===== src/rtl/fft_pkg.sv =====
// fft_pkg: shared float-format constants, streamer state encoding and index helpers.
package fft_pkg;
    localparam int FORMAT_WIDTH = 9;
    localparam int EXP_WIDTH    = 4;
    localparam int SIG_WIDTH    = FORMAT_WIDTH - EXP_WIDTH - 1;

    typedef enum logic [1:0] {LOAD, START, WAIT, UNLOAD} state_t;

    function automatic logic [31:0] bitrev(input logic [31:0] idx, input logic [7:0] log2n);
        logic [31:0] r;
        r = '0;
        for (int i = 0; i < 32; i++)
            if (i < int'(log2n)) r[i] = idx[int'(log2n) - 1 - i];
        return r;
    endfunction

    function automatic logic is_legal_size(input logic [31:0] size, input logic [31:0] max);
        return size >= 32'd4 && size <= max && (size & (size - 32'd1)) == 32'd0;
    endfunction

    function automatic logic [7:0] size_log2(input logic [31:0] size);
        logic [7:0] r;
        r = '0;
        for (int i = 0; i < 32; i++)
            if (size == (32'd1 << i)) r = 8'(i);
        return r;
    endfunction
endpackage


===== src/rtl/frame_buffer.sv =====
// frame_buffer: N complex words {real, imag}; indexed write, whole-frame load, flat and indexed read.
module frame_buffer import fft_pkg::*; #(
    parameter int W  = FORMAT_WIDTH,
    parameter int N  = 32,
    parameter int IW = $clog2(N)
) (
    input  logic          i_clk,
    input  logic          i_rst_n,
    input  logic          i_wr_en,
    input  logic [IW-1:0] i_wr_idx,
    input  logic [W-1:0]  i_wr_real,
    input  logic [W-1:0]  i_wr_imag,
    input  logic          i_load_en,
    input  logic [N*W-1:0] i_load_real,
    input  logic [N*W-1:0] i_load_imag,
    input  logic [IW-1:0] i_rd_idx,
    output logic [W-1:0]  o_rd_real,
    output logic [W-1:0]  o_rd_imag,
    output logic [N*W-1:0] o_flat_real,
    output logic [N*W-1:0] o_flat_imag
);
    logic [2*W-1:0] r_mem [N];

    always_ff @(posedge i_clk or negedge i_rst_n) begin
        if (!i_rst_n) begin
            for (int k = 0; k < N; k++) r_mem[k] <= '0;
        end else if (i_load_en) begin
            for (int k = 0; k < N; k++) r_mem[k] <= {i_load_real[k*W +: W], i_load_imag[k*W +: W]};
        end else if (i_wr_en) begin
            r_mem[i_wr_idx] <= {i_wr_real, i_wr_imag};
        end
    end

    for (genvar i = 0; i < N; i++) begin : g_flat
        assign o_flat_real[i*W +: W] = r_mem[i][2*W-1:W];
        assign o_flat_imag[i*W +: W] = r_mem[i][W-1:0];
    end

    assign {o_rd_real, o_rd_imag} = r_mem[i_rd_idx];
endmodule


===== src/rtl/fft_frame_streamer.sv =====
// fft_frame_streamer: gathers serial samples into a frame for the parallel FFT core,
// runs the core once, then streams the result out in natural or bit-reversed order.
module fft_frame_streamer import fft_pkg::*; #(
    parameter int FORMAT_WIDTH   = fft_pkg::FORMAT_WIDTH,
    parameter int MAX_POINTS     = 32,
    parameter int SIZE_WIDTH     = 11,
    parameter int TIMEOUT_CYCLES = 4096
) (
    input  logic                           i_clk,
    input  logic                           i_rst_n,
    input  logic [SIZE_WIDTH-1:0]          i_cfg_size,
    input  logic                           i_cfg_bitrev,
    input  logic                           i_in_valid,
    output logic                           o_in_ready,
    input  logic [FORMAT_WIDTH-1:0]        i_in_real,
    input  logic [FORMAT_WIDTH-1:0]        i_in_imag,
    output logic [SIZE_WIDTH-1:0]          o_core_fft_size,
    output logic                           o_core_fft_start,
    output logic [MAX_POINTS*FORMAT_WIDTH-1:0] o_core_input_real,
    output logic [MAX_POINTS*FORMAT_WIDTH-1:0] o_core_input_imag,
    input  logic                           i_core_fft_done,
    input  logic [MAX_POINTS*FORMAT_WIDTH-1:0] i_core_output_real,
    input  logic [MAX_POINTS*FORMAT_WIDTH-1:0] i_core_output_imag,
    output logic                           o_out_valid,
    input  logic                           i_out_ready,
    output logic [FORMAT_WIDTH-1:0]        o_out_real,
    output logic [FORMAT_WIDTH-1:0]        o_out_imag,
    output logic                           o_out_last,
    output logic                           o_err_size,
    output logic                           o_err_timeout,
    output logic [15:0]                    o_frame_count
);
    localparam int FW = FORMAT_WIDTH;
    localparam int BW = MAX_POINTS * FW;
    localparam int IW = $clog2(MAX_POINTS);
    localparam int TW = $clog2(TIMEOUT_CYCLES);

    state_t                r_state, w_next;
    logic [IW-1:0]         r_wr_idx, r_rd_idx, w_out_idx;
    logic [SIZE_WIDTH-1:0] r_size, w_size, w_cur_size;
    logic [7:0]            r_log2;
    logic                  r_bitrev, r_err_size, r_err_timeout;
    logic [TW-1:0]         r_tmo;
    logic [15:0]           r_frame_count;
    logic                  w_load, w_wait, w_unload, w_acc, w_first, w_legal;
    logic                  w_wr_last, w_rd_last, w_cap, w_to;
    logic [BW-1:0]         w_in_flat_real, w_in_flat_imag, w_out_flat_real, w_out_flat_imag;
    logic [FW-1:0]         w_in_rd_real, w_in_rd_imag;

    assign w_load     = r_state == LOAD;
    assign w_wait     = r_state == WAIT;
    assign w_unload   = r_state == UNLOAD;
    assign w_acc      = w_load && i_in_valid;
    assign w_first    = w_acc && r_wr_idx == '0;
    assign w_legal    = is_legal_size(32'(i_cfg_size), 32'(MAX_POINTS));
    assign w_size     = w_legal ? i_cfg_size : SIZE_WIDTH'(MAX_POINTS);
    assign w_cur_size = w_first ? w_size : r_size;
    assign w_wr_last  = w_acc && 32'(r_wr_idx) == 32'(w_cur_size) - 32'd1;
    assign w_rd_last  = 32'(r_rd_idx) == 32'(r_size) - 32'd1;
    assign w_cap      = w_wait && i_core_fft_done;
    assign w_to       = w_wait && !i_core_fft_done && r_tmo == TW'(TIMEOUT_CYCLES - 1);
    assign w_out_idx  = r_bitrev ? IW'(bitrev(32'(r_rd_idx), r_log2)) : r_rd_idx;

    always_ff @(posedge i_clk or negedge i_rst_n) begin
        if (!i_rst_n) r_state <= LOAD;
        else          r_state <= w_next;
    end

    always_comb begin
        w_next = r_state;
        case (r_state)
            LOAD:    w_next = w_wr_last ? START : LOAD;
            START:   w_next = WAIT;
            WAIT:    w_next = i_core_fft_done ? UNLOAD : (w_to ? LOAD : WAIT);
            UNLOAD:  w_next = (i_out_ready && w_rd_last) ? LOAD : UNLOAD;
            default: w_next = LOAD;
        endcase
    end

    always_ff @(posedge i_clk or negedge i_rst_n) begin
        if (!i_rst_n) begin
            r_wr_idx      <= '0;
            r_rd_idx      <= '0;
            r_size        <= SIZE_WIDTH'(MAX_POINTS);
            r_log2        <= '0;
            r_bitrev      <= 1'b0;
            r_err_size    <= 1'b0;
            r_err_timeout <= 1'b0;
            r_tmo         <= '0;
            r_frame_count <= '0;
        end else begin
            if (w_acc) r_wr_idx <= w_wr_last ? '0 : r_wr_idx + IW'(1);
            else if (w_to) r_wr_idx <= '0;
            if (w_first) begin
                r_size   <= w_size;
                r_log2   <= size_log2(32'(w_size));
                r_bitrev <= i_cfg_bitrev;
                if (!w_legal) r_err_size <= 1'b1;
            end
            r_tmo <= w_wait ? r_tmo + TW'(1) : '0;
            if (w_to) r_err_timeout <= 1'b1;
            if (w_unload && i_out_ready) begin
                r_rd_idx <= w_rd_last ? '0 : r_rd_idx + IW'(1);
                if (w_rd_last) r_frame_count <= r_frame_count + 16'd1;
            end
        end
    end

    frame_buffer #(.W(FW), .N(MAX_POINTS), .IW(IW)) u_in_buf (
        .i_clk(i_clk), .i_rst_n(i_rst_n),
        .i_wr_en(w_acc), .i_wr_idx(r_wr_idx), .i_wr_real(i_in_real), .i_wr_imag(i_in_imag),
        .i_load_en(1'b0), .i_load_real('0), .i_load_imag('0),
        .i_rd_idx('0), .o_rd_real(w_in_rd_real), .o_rd_imag(w_in_rd_imag),
        .o_flat_real(w_in_flat_real), .o_flat_imag(w_in_flat_imag)
    );

    frame_buffer #(.W(FW), .N(MAX_POINTS), .IW(IW)) u_out_buf (
        .i_clk(i_clk), .i_rst_n(i_rst_n),
        .i_wr_en(1'b0), .i_wr_idx('0), .i_wr_real('0), .i_wr_imag('0),
        .i_load_en(w_cap), .i_load_real(i_core_output_real), .i_load_imag(i_core_output_imag),
        .i_rd_idx(w_out_idx), .o_rd_real(o_out_real), .o_rd_imag(o_out_imag),
        .o_flat_real(w_out_flat_real), .o_flat_imag(w_out_flat_imag)
    );

    // The input buffer is untouched between a frame's last accept and the next frame's
    // first accept, so the core buses stay stable for the whole START/WAIT window.
    for (genvar i = 0; i < MAX_POINTS; i++) begin : g_core_bus
        assign o_core_input_real[i*FW +: FW] = (32'(i) < 32'(r_size)) ? w_in_flat_real[i*FW +: FW] : '0;
        assign o_core_input_imag[i*FW +: FW] = (32'(i) < 32'(r_size)) ? w_in_flat_imag[i*FW +: FW] : '0;
    end

    assign o_in_ready       = w_load;
    assign o_core_fft_start = r_state == START;
    assign o_core_fft_size  = r_size;
    assign o_out_valid      = w_unload;
    assign o_out_last       = w_unload && w_rd_last;
    assign o_err_size       = r_err_size;
    assign o_err_timeout    = r_err_timeout;
    assign o_frame_count    = r_frame_count;
endmodule


===== config.mk =====
export PLATFORM = sky130hd
export DESIGN_NAME = fft_frame_streamer
export DESIGN_NICKNAME = d
export VERILOG_FILES = /design/src/rtl/fft_pkg.sv /design/src/rtl/frame_buffer.sv /design/src/rtl/fft_frame_streamer.sv
export SDC_FILE = /design/constraint.sdc
export NUM_CORES = 2
export LEC_CHECK = 0
export ABC_AREA = 1
export BUFFER_PORTS_ARGS = -buffer_cell sky130_fd_sc_hd__buf_4
export CORE_AREA = 2 2 483 485
export CTS_BUF_LIST = sky130_fd_sc_hd__clkbuf_4 sky130_fd_sc_hd__clkbuf_8
export DETAILED_ROUTE_END_ITERATION = 6
export DIE_AREA = 0 0 485 487
export GPL_TIMING_DRIVEN = 0
export HOLD_SLACK_MARGIN = 0.08
export SLEW_MARGIN = 20
export SYNTH_ARGS = -nofsm -noshare
export SYNTH_HDL_FRONTEND = slang
export SYNTH_SLANG_ARGS = --single-unit

===== constraint.sdc =====
create_clock -name i_clk -period 5.65 [get_ports i_clk]
set_input_delay 0.565 -clock i_clk [delete_from_list [all_inputs] [get_ports i_clk]]
set_output_delay 0.565 -clock i_clk [all_outputs]
set_load 0.1 [all_outputs]

==> flow_summary.toml <==
[timing]
slew_violations = 0
min_period_over_period_pct = 96.9
hold_violations = 0
tightest_slew_ns = 1.23
fmax_mhz = 183
final.min_clock_period_ns = 5.47
finClkSkew_ns = 0.0837
max_slew_margin_pct = 18.0
setup_slack_ns = 0.176
setup_violations = 0

[detailed_routing]
viasPerCell = 4.76
vias = 58400
dr.pass1.iters = 6
drt_iter0_drc = 5413
routedWlPerCell_um = 24.4
wl_um = 299000
drc = 0
ant_nets = 0

[clocking]
cts_made_buffers = 219
worstSkewPairLatency_ns = 0.98
cts_max_level = 4
clockRootBuffer = "clkbuf_8"
cts_sinks = 1210
clockBufferDepth = 3
cts_tree = "yes"
clkSlewWorstSetupHoldPaths_ns = 0.06

[final_layout]
layoutNonFillerInstCount = 12300
finish.utilization_pct = 35.5
fin_nets = 9614
drive_gt1_share_pct = 24.9
design_area_um2 = 82100
syn_to_final_growth_pct = 44.2
fill_cells = 23700

[worst_setup_path]
worstPathRequired_ns = 5.09
crit_fanout = 10
critical_path_class = "register to primary output"
cp-end-kind = "primary output"
cp.arrival_ns = 4.91
cp-start-kind = "register"

[placement]
dpl.cell_count = 11200
gp_congestion = 0.970
pre_cts_slack_ns = -0.360
numPortBuffers = 1219
place_hpwl_um = 231000
dpl_cell_area_um2 = 70200

[global_route]
grt_overflow_total = 0
track_usage_pct = 24.3
grt_pass1_wl_um = 414000
grt_max_degree = 143
grt_pass1_vias = 57400
grt_antenna_before_repair = 91

[logic_synthesis]
ys_seq_area_share_pct = 53.2
synth_warnings = 0
synth_edf_count = 0
synthesis.area_um2 = 56900
synth_seq_cells = 1210
synth_area_per_cell_um2 = 8.22
async_reset_ff_share_pct = 100
synth.distinct_cells = 49
synth_flop_cell = "dfrtp_1"
syn-num-nets = 7552
synth_cells = 6922

[die]
initial_core_util_pct = 24.6
pin_count = 1238
fp.dieW_um = 485
core-area_um2 = 231000
std_cell_rows = 177
chipHeight_um = 487
die-area_um2 = 236000

[status]
run_status = "finished, final reports clean"

[run]
maxCapViolCount = 0

[hold_path]
hold_class = "primary input to register"
area by class of cell:
| type | instances | area [µm²] | area share, % |
|---|---|---|---|
| multi-input combinational | 4376 | 21700 | 26.4 |
| clock inverter | 50 | 628 | 0.765 |
| inverter | 924 | 3490 | 4.25 |
| sequential | 1210 | 30300 | 36.9 |
| tap | 3043 | 3810 | 4.64 |
| buffer | 411 | 2080 | 2.53 |
| timing repair buffer | 1842 | 15800 | 19.2 |
| antenna | 70 | 175 | 0.213 |
| clock buffer | 330 | 4220 | 5.14 |
kinds of logic (layout without fill, tap and decap cells):
kind of cell / Yosys count / after routing / share of synthesized area (%)
simple gates: 2852 / 2852 / 19.6
buf+inv: 1336 / 3557 / 9.40
flops: 1210 / 1210 / 53.2
compound gates: 1134 / 1134 / 10.1
mux: 343 / 343 / 6.78
xor+xnor: 28 / 28 / 0.431
fa+ha+maj: 19 / 19 / 0.418
other cells: 0 / 70 / 0
flip-flops by register name, summed over array words and instances, names as in the netlist, 2 cells and up:
| signal | cells |
|---|---|
| u_in_buf.o_flat_imag | 288 |
| u_in_buf.o_flat_real | 288 |
| u_out_buf.o_flat_imag | 288 |
| u_out_buf.o_flat_real | 288 |
| o_frame_count | 16 |
| r_tmo | 12 |
| o_core_fft_size | 11 |
| r_rd_idx | 5 |
| r_wr_idx | 5 |
| r_log2 | 4 |
| r_state | 2 |
stage by stage:
| step | hold slack (ns) | setup TNS (ns) |
|---|---|---|
| global placement | 0.446 | - |
| finish | 0.207 | 0 |
| detailed placement | 0.463 | -1.10 |
| CTS | 0.0855 | 0 |
| global route | 0.133 | -0.0127 |
| floorplan | 0.269 | 0 |
worst max-delay path: stages (launching register included):
cell        delay (ns)
dfrtp_2           0.41
buf_6             0.15
clkinvlp_4        0.11
ha_2              0.45
nand2_1           0.11
o31ai_2           0.30
nand3_4           0.25
nand2_4           0.21
buf_4             0.36
buf_4             0.34
o21ai_0           0.12
nand2_1           0.06
nand2_1           0.14
nand2_1           0.17
nand3_1           0.22
nand3_1           0.19
nand2_2           0.10
buf_12            0.17
synthesized netlist by cell type, types with 19 or more instances:
master / number / share of area (%)
xor2_1: 20 / 0.31
dfrtp_1: 1209 / 53
clkbuf_1: 243 / 1.6
o21ai_0: 952 / 8.4
buf_4: 29 / 0.38
nand3_1: 213 / 1.9
ha_1: 19 / 0.42
inv_1: 904 / 6.0
nand2_1: 1920 / 13
o21ai_1: 129 / 1.1
mux2_2: 342 / 6.8
buf_2: 114 / 1.0
a21oi_1: 28 / 0.25
nor2_1: 652 / 4.3
repair_timing:
item / in CTS / in global routing
setup buffers: 13 / 2
cloned: 0 / 0
gates resized for setup: 159 / 52
pin swaps: 3 / 1
setup endpoints to repair: 18 / 18
hold buffers: 596 / 0
hold endpoints to repair: 889 / 0
layer usage:
metal  routed length [µm]  vias up  GRT usage (%)
met5                   92        -              0
met4                12400       14           9.21
met1               131000    28900           33.7
li1                     -    25700              -
met3                29000      636           6.85
met2               126000     3089           35.7
cell usage in the layout (no fill, tap or decap), drive strengths merged, types with 2 or more instances in the layout:
master       netlist  final
a21oi             35     35
buf              168   1407
bufinv             0     11
clkbuf           244    579
clkinv             6     33
clkinvlp           0      5
dfrtp           1209   1209
diode              0     70
dlygate4sd3        0    596
ha                19     19
inv              918    925
mux2             342    342
nand2           1929   1929
nand3            215    215
nand3b             2      2
nand4             16     16
nor2             667    667
nor3              12     12
o2111ai            2      2
o21a               3      3
o21ai           1088   1088
o22ai              2      2
o31ai              2      2
or2                4      4
or4                2      2
xnor2              8      8
xor2              20     20
final timing paths:
check / start / end / slack [ns] / cells past startpoint
max in group asynchronous: i_rst_n / u_out_buf.o_flat_real[81] / 2.86 / 5
setup reg to reg: r_wr_idx[0] / r_wr_idx[4] / 2.18 / 17
hold reg to reg: r_tmo[0] / r_tmo[0] / 0.47 / 1
setup / recovery: r_log2[0] / o_out_real[2] / 0.18 / 17
min in group asynchronous: i_rst_n / u_in_buf.o_flat_real[28] / 0.24 / 2
hold / removal: i_in_imag[3] / u_in_buf.o_flat_imag[84] / 0.21 / 3
Power is not shown: default switching activity piles up to over one toggle a cycle in this logic, so the estimate is an artifact.
